--- config.mk ---
export PLATFORM = sky130hd
export DESIGN_NAME = ws2812_rx
export DESIGN_NICKNAME = d
export VERILOG_FILES = /design/src/rtl/ws2812_rx.sv
export SDC_FILE = /design/constraint.sdc
export NUM_CORES = 1
export LEC_CHECK = 0
export ABC_AREA = 1
export BUFFER_PORTS_ARGS = -buffer_cell sky130_fd_sc_hd__buf_2
export CELL_PAD_IN_SITES_DETAIL_PLACEMENT = 1
export CELL_PAD_IN_SITES_GLOBAL_PLACEMENT = 1
export CORE_MARGIN = 2
export CORE_UTILIZATION = 35
export CTS_CLUSTER_DIAMETER = 200
export DETAILED_ROUTE_END_ITERATION = 6
export GPL_ROUTABILITY_DRIVEN = 1
export PLACE_DENSITY_LB_ADDON = 0.1
export SYNTH_ARGS = -nofsm -noshare
export SYNTH_HDL_FRONTEND = slang
export SYNTH_SLANG_ARGS = --single-unit
--- constraint.sdc ---
create_clock -name clk -period 1.65 [get_ports clk]
set_clock_uncertainty 0.15 [all_clocks]
set_input_delay 0.0825 -clock clk [delete_from_list [all_inputs] [get_ports clk]]
set_output_delay 0.0825 -clock clk [all_outputs]
set_load 0.05 [all_outputs]
--- src/rtl/ws2812_rx.sv ---
// WS2812 single-wire receiver: decodes pulse widths into 24-bit pixels and latches whole frames.
// Optional macro WS2812_RX_ERR_EN adds pulse-width and partial-pixel error reporting on err.
module ws2812_rx #(
    parameter int CLK_FRE    = 50_000_000,
    parameter int BIT_THRESH = 31,
    parameter int MIN_HIGH   = 4,
    parameter int MAX_HIGH   = 75,
    parameter int RESET_LOW  = 2500,
    parameter int MAX_PIXELS = 5
) (
    input  logic                     clk,
    input  logic                     reset,
    input  logic                     din,
    output logic [23:0]              pixel_data,
    output logic                     pixel_valid,
    output logic [7:0]               pixel_index,
    output logic                     frame_done,
    output logic [7:0]               frame_pixels,
    output logic [24*MAX_PIXELS-1:0] led_frame,
    output logic                     busy,
    output logic                     err
);
    localparam int CW = $clog2(RESET_LOW + 1);
    localparam logic [CW-1:0] CNT_MAX  = CW'(RESET_LOW);
    localparam logic [CW-1:0] GAP_LAST = CW'(RESET_LOW - 1);

    typedef enum logic [1:0] {IDLE, ARMED, HIGH, LOW} state_t;

    state_t                    state, state_n;
    logic                      din_m, din_s, din_q;
    logic                      rise, fall;
    logic [CW-1:0]             cnt;
    logic                      start, bit_ev, frame_end, abort, bit_val;
    logic [23:0]               shreg, px;
    logic [4:0]                bit_cnt;
    logic [7:0]                pix_cnt;
    logic [24*MAX_PIXELS-1:0]  shadow;
    logic                      unused_cfg;

    assign unused_cfg = ^{CLK_FRE, MIN_HIGH, MAX_HIGH};

    assign rise    = din_s & ~din_q;
    assign fall    = ~din_s & din_q;
    assign bit_val = (cnt >= CW'(BIT_THRESH));
    assign px      = {bit_val, shreg[23:1]};

    // cnt holds the run length of din_q's level, so on a falling edge it equals the high width
    always_ff @(posedge clk) begin
        if (reset) begin
            din_m <= 1'b0;
            din_s <= 1'b0;
            din_q <= 1'b0;
            cnt   <= '0;
        end else begin
            din_m <= din;
            din_s <= din_m;
            din_q <= din_s;
            if (rise | fall)
                cnt <= CW'(1);
            else if (cnt != CNT_MAX)
                cnt <= cnt + 1'b1;
        end
    end

    always_ff @(posedge clk) begin
        if (reset) state <= IDLE;
        else       state <= state_n;
    end

    always_comb begin
        state_n   = state;
        start     = 1'b0;
        bit_ev    = 1'b0;
        frame_end = 1'b0;
        abort     = 1'b0;
        case (state)
            IDLE:  if (!din_s && !din_q && cnt >= GAP_LAST) state_n = ARMED;
            ARMED: if (rise) begin
                       start   = 1'b1;
                       state_n = HIGH;
                   end
            HIGH:  if (fall) begin
`ifdef WS2812_RX_ERR_EN
                       if (cnt < CW'(MIN_HIGH) || cnt > CW'(MAX_HIGH)) begin
                           abort   = 1'b1;
                           state_n = IDLE;
                       end else
`endif
                       begin
                           bit_ev  = 1'b1;
                           state_n = LOW;
                       end
                   end
            // a rise landing on the gap's final cycle still closes the frame and is dropped
            LOW:   if (cnt >= GAP_LAST) begin
                       frame_end = 1'b1;
                       state_n   = ARMED;
                   end else if (rise) begin
                       state_n = HIGH;
                   end
            default: state_n = IDLE;
        endcase
    end

    always_ff @(posedge clk) begin
        if (reset) begin
            shreg        <= '0;
            bit_cnt      <= '0;
            pix_cnt      <= '0;
            shadow       <= '0;
            pixel_data   <= '0;
            pixel_valid  <= 1'b0;
            pixel_index  <= '0;
            frame_done   <= 1'b0;
            frame_pixels <= '0;
            led_frame    <= '0;
            busy         <= 1'b0;
        end else begin
            pixel_valid <= 1'b0;
            frame_done  <= 1'b0;
            if (start) begin
                bit_cnt <= '0;
                pix_cnt <= '0;
                shadow  <= '0;
                busy    <= 1'b1;
            end
            if (bit_ev) begin
                shreg <= px;
                if (bit_cnt == 5'd23) begin
                    bit_cnt     <= '0;
                    pixel_data  <= px;
                    pixel_valid <= 1'b1;
                    pixel_index <= pix_cnt;
                    for (int k = 0; k < MAX_PIXELS; k++)
                        if (pix_cnt == 8'(k)) shadow[24*k +: 24] <= px;
                    if (pix_cnt != 8'hFF) pix_cnt <= pix_cnt + 1'b1;
                end else begin
                    bit_cnt <= bit_cnt + 1'b1;
                end
            end
            if (frame_end) begin
                frame_done   <= 1'b1;
                led_frame    <= shadow;
                frame_pixels <= pix_cnt;
                busy         <= 1'b0;
            end
            if (abort) busy <= 1'b0;
        end
    end

`ifdef WS2812_RX_ERR_EN
    always_ff @(posedge clk) begin
        if (reset) err <= 1'b0;
        else       err <= abort | (frame_end & (bit_cnt != 5'd0));
    end
`else
    assign err = 1'b0;
`endif

endmodule

==> qor.txt <==
Die Width -> 194.3 um
max cap viols -> 0
worst skew pair latency -> 0.53 ns
Max Clk Rate -> 539.6 MHz
total inserted antenna cells -> 0
Least-Margin Pin Slew -> 0.7156 ns
RePlAce Congestion -> 0.7907
Final Non-Filler Cells -> 2415
Initial Utilization -> 35.54%
Final setup viols -> 280
Sw Ratio -> 22.06%
Max Root-Sink Buffers -> 3
Leakage -> 7.760 nW
die area -> 37740 um2
Ports -> 167
Overall Power -> 16.61 mW
yosys warns -> 0
commonest non-fill, non-tap cell in the layout -> dfxtp_1
initial antenna violation count -> 0
Psw -> 3.665 mW
DP Area -> 14740 um2
PnR worst setup slack -> -0.2032 ns
Final Max Tran Viols -> 0
Final period util -> 112.3%
PwrDens -> 872.6 nW/um2
dpl cells -> 2268
clock share of power -> 49.2%
footprint of the multi-input gates -> 6100 um2
Area Overhead vs Synth -> 50.24%
FP Rows -> 69
Critical Path RT -> 1.96 ns
GRT Overall Usage -> 24.88%
final hold slack -> -0.04866 ns
CP Capture Type -> register
crit path max fanout -> 8
Via density -> 5.226
IO Port Bufs -> 165
combinational power share -> 1.8%
Clk pin slew, worst setup/hold paths -> 0.06 ns
Nets -> 1941
Crit Path Category -> reg2reg
final WL -> 51670 um
largest net degree at the start of global routing -> 63
commonest non-fill, non-tap cells in the layout -> dfxtp_1, nand2_1, inv_1, buf_2, a21oi_1
Detailed Route Iter0 Violations -> 759
CTS tree -> built
status -> complete, but fails checks
violated checks -> DRC, hold timing, setup timing
Syn Inst Count -> 1635
drt first pass iters -> 7
share of post-route cells with drive strength above 1 -> 36.90%
Fillers -> 4113
# DRC -> 8
H-tree depth -> 2
vias in the first global route -> 12400
GRT Residual Overflow -> 0
half-perimeter wire length after placement -> 29030 um
Hold Vio Cnt, Final -> 24
Worst Path Arrival -> 2.16 ns
antenna-violating nets left -> 0
RSZ-0062 raised after global routing -> true
post-synthesis sequential area ratio -> 53.08%
first-pass GRT wire length -> 73330 um
routed length per placed instance -> 21.40 um
root buf cell -> clkbuf_16
normalized max-slew margin -> 52.24%
Internal Power -> 12.95 mW
syn_nets -> 1648
VDD IR max -> 600.6 uV
Sequential Power Share -> 48.9%
CTS Buf Count -> 38
design area -> 19040 um2
total number of vias -> 12620
Register Area -> 6750 um2
Die Y -> 194.3 um
core footprint -> 35660 um2
Distinct cells, synth -> 32
Clock Sinks -> 336
register bit total from synthesis -> 336
Critical Path Source Type -> register
fin crit period -> 1.853 ns
worst min path class -> in2reg
Avg Inst Size Synth -> 7.751 um2
synthesized area -> 12670 um2
-- per-stage QoR --
| step | setup TNS (ns) | setup WS (ns) | util, % |
|---|---|---|---|
| after global placement | -10.49 | -0.1405 | 41.34 |
| final | -27.14 | -0.2032 | 53.40 |
| after CTS | -13.07 | -0.1223 | 48.15 |
| after floorplan | -0.05861 | -0.03251 | - |
| after global routing | -53.49 | -0.3580 | 53.40 |
| after detailed placement | -18.69 | -0.2090 | 41.34 |
-- timing repair --
action / 4_1_cts / 5_1_grt
endpoints found under the setup margin: 301 / 314
hold buffers: 3 / 2
endpoints found under the hold margin: 35 / 4
gates cloned: 23 / 24
gates resized for setup: 135 / 328
pin swaps: 12 / 30
buffers inserted: 23 / 9
-- logic make-up after synthesis --
| logic type | after synthesis | share of synthesized area (%) |
|---|---|---|
| and+or+nand+nor | 591 | 20.42 |
| AOI/OAI and AO/OA | 392 | 15.64 |
| DFF | 336 | 53.08 |
| buffers and inverters | 305 | 9.844 |
| adders and majority gates | 10 | 0.9874 |
| other | 1 | 0.02959 |
-- registers in the layout (all words and copies together), names as in the netlist --
| name | count |
|---|---|
| pix_cnt | 8 |
| busy | 1 |
| led_frame | 120 |
| shadow | 120 |
| cnt | 12 |
| din_q | 1 |
| bit_cnt | 5 |
| pixel_valid | 1 |
| frame_done | 1 |
| state | 2 |
| shreg | 23 |
| din_m | 1 |
| frame_pixels | 8 |
| pixel_index | 8 |
| pixel_data | 24 |
| din_s | 1 |
-- metal layers --
layer  track usage (%)  up-vias  wire [um]  part of all wire, %
li1                  -     5957          -                    -
met1             33.37     6319      23490                   45
met2             41.65      256      24890                   48
met3             3.166       88       1830                  3.5
met4             7.892        0       1469                  2.8
met5                 0        -          0                    0
-- final cells by class --
class / instances / area share [%]
Tap cell: 461 / 3.030
Clock inverter: 6 / 0.1774
Sequential cell: 336 / 35.46
Multi-Input combinational cell: 994 / 32.04
Inverter: 196 / 4.016
Clock buffer: 60 / 6.013
Timing Repair Buffer: 361 / 19.18
Timing Repair inverter: 1 / 0.08544
-- Yosys cell counts --
cell type / n / area (um2)
dfxtp_1: 336 / 6726
nand2_1: 246 / 923.4
nand3_1: 223 / 1116
inv_1: 187 / 701.9
a21oi_1: 163 / 815.8
o21ai_0: 113 / 565.5
o21ai_1: 107 / 535.5
nor2_1: 95 / 356.6
buf_2: 49 / 245.2
clkbuf_1: 43 / 161.4
buf_1: 11 / 41.29
ha_1: 10 / 125.1
inv_2: 7 / 26.28
nor2_2: 7 / 43.79
a211oi_1: 5 / 37.54
buf_6: 5 / 56.30
nand4_1: 5 / 31.28
nor3_1: 5 / 25.02
nand2_2: 3 / 18.77
clkinv_1: 2 / 7.510
nand3b_1: 2 / 15.01
a31oi_1: 1 / 6.260
buf_4: 1 / 7.510
conb_1: 1 / 3.750
nand3_2: 1 / 10.01
nand3_4: 1 / 17.52
nand4_2: 1 / 12.51
nor2_4: 1 / 11.26
nor4_1: 1 / 6.260
o211ai_1: 1 / 7.510
o22ai_1: 1 / 6.260
o31ai_1: 1 / 7.510
-- final timing paths --
| kind | cells past startpoint | slack (ns) | end | from |
|---|---|---|---|---|
| max | 10 | -0.20 | shadow[83]$_SDFF_PP0_ | bit_cnt[0]$_SDFFE_PP0P_ |
| min | 3 | -0.05 | bit_cnt[4]$_SDFFE_PP0P_ | reset |
| max reg2reg | 10 | -0.20 | shadow[83]$_SDFF_PP0_ | bit_cnt[0]$_SDFFE_PP0P_ |
| min reg2reg | 2 | 0.28 | din_s$_SDFF_PP0_ | din_m$_SDFF_PP0_ |
-- power groups by stage --
stage	Clock (mW)	Combinational, mW	Sequential [mW]
4_1_cts	8.31	0.256	8.13
2_1_floorplan	0	0.149	8.31
3_5_place_dp	0	0.238	8.31
3_3_place_gp	0	0.237	8.31
5_1_grt	8.64	0.332	8.12
6_report	8.18	0.306	8.13
-- critical path: stages (launching register included) --
cell and delay, ns:
dfxtp_2 0.35, ha_4 0.14, nand4_1 0.16, nor2_4 0.25
buf_6 0.15, nand2_8 0.08, buf_12 0.16, buf_6 0.12
nand2_2 0.05, nand2_1 0.05, a21oi_1 0.12
Power figures use the tool's default switching activity.
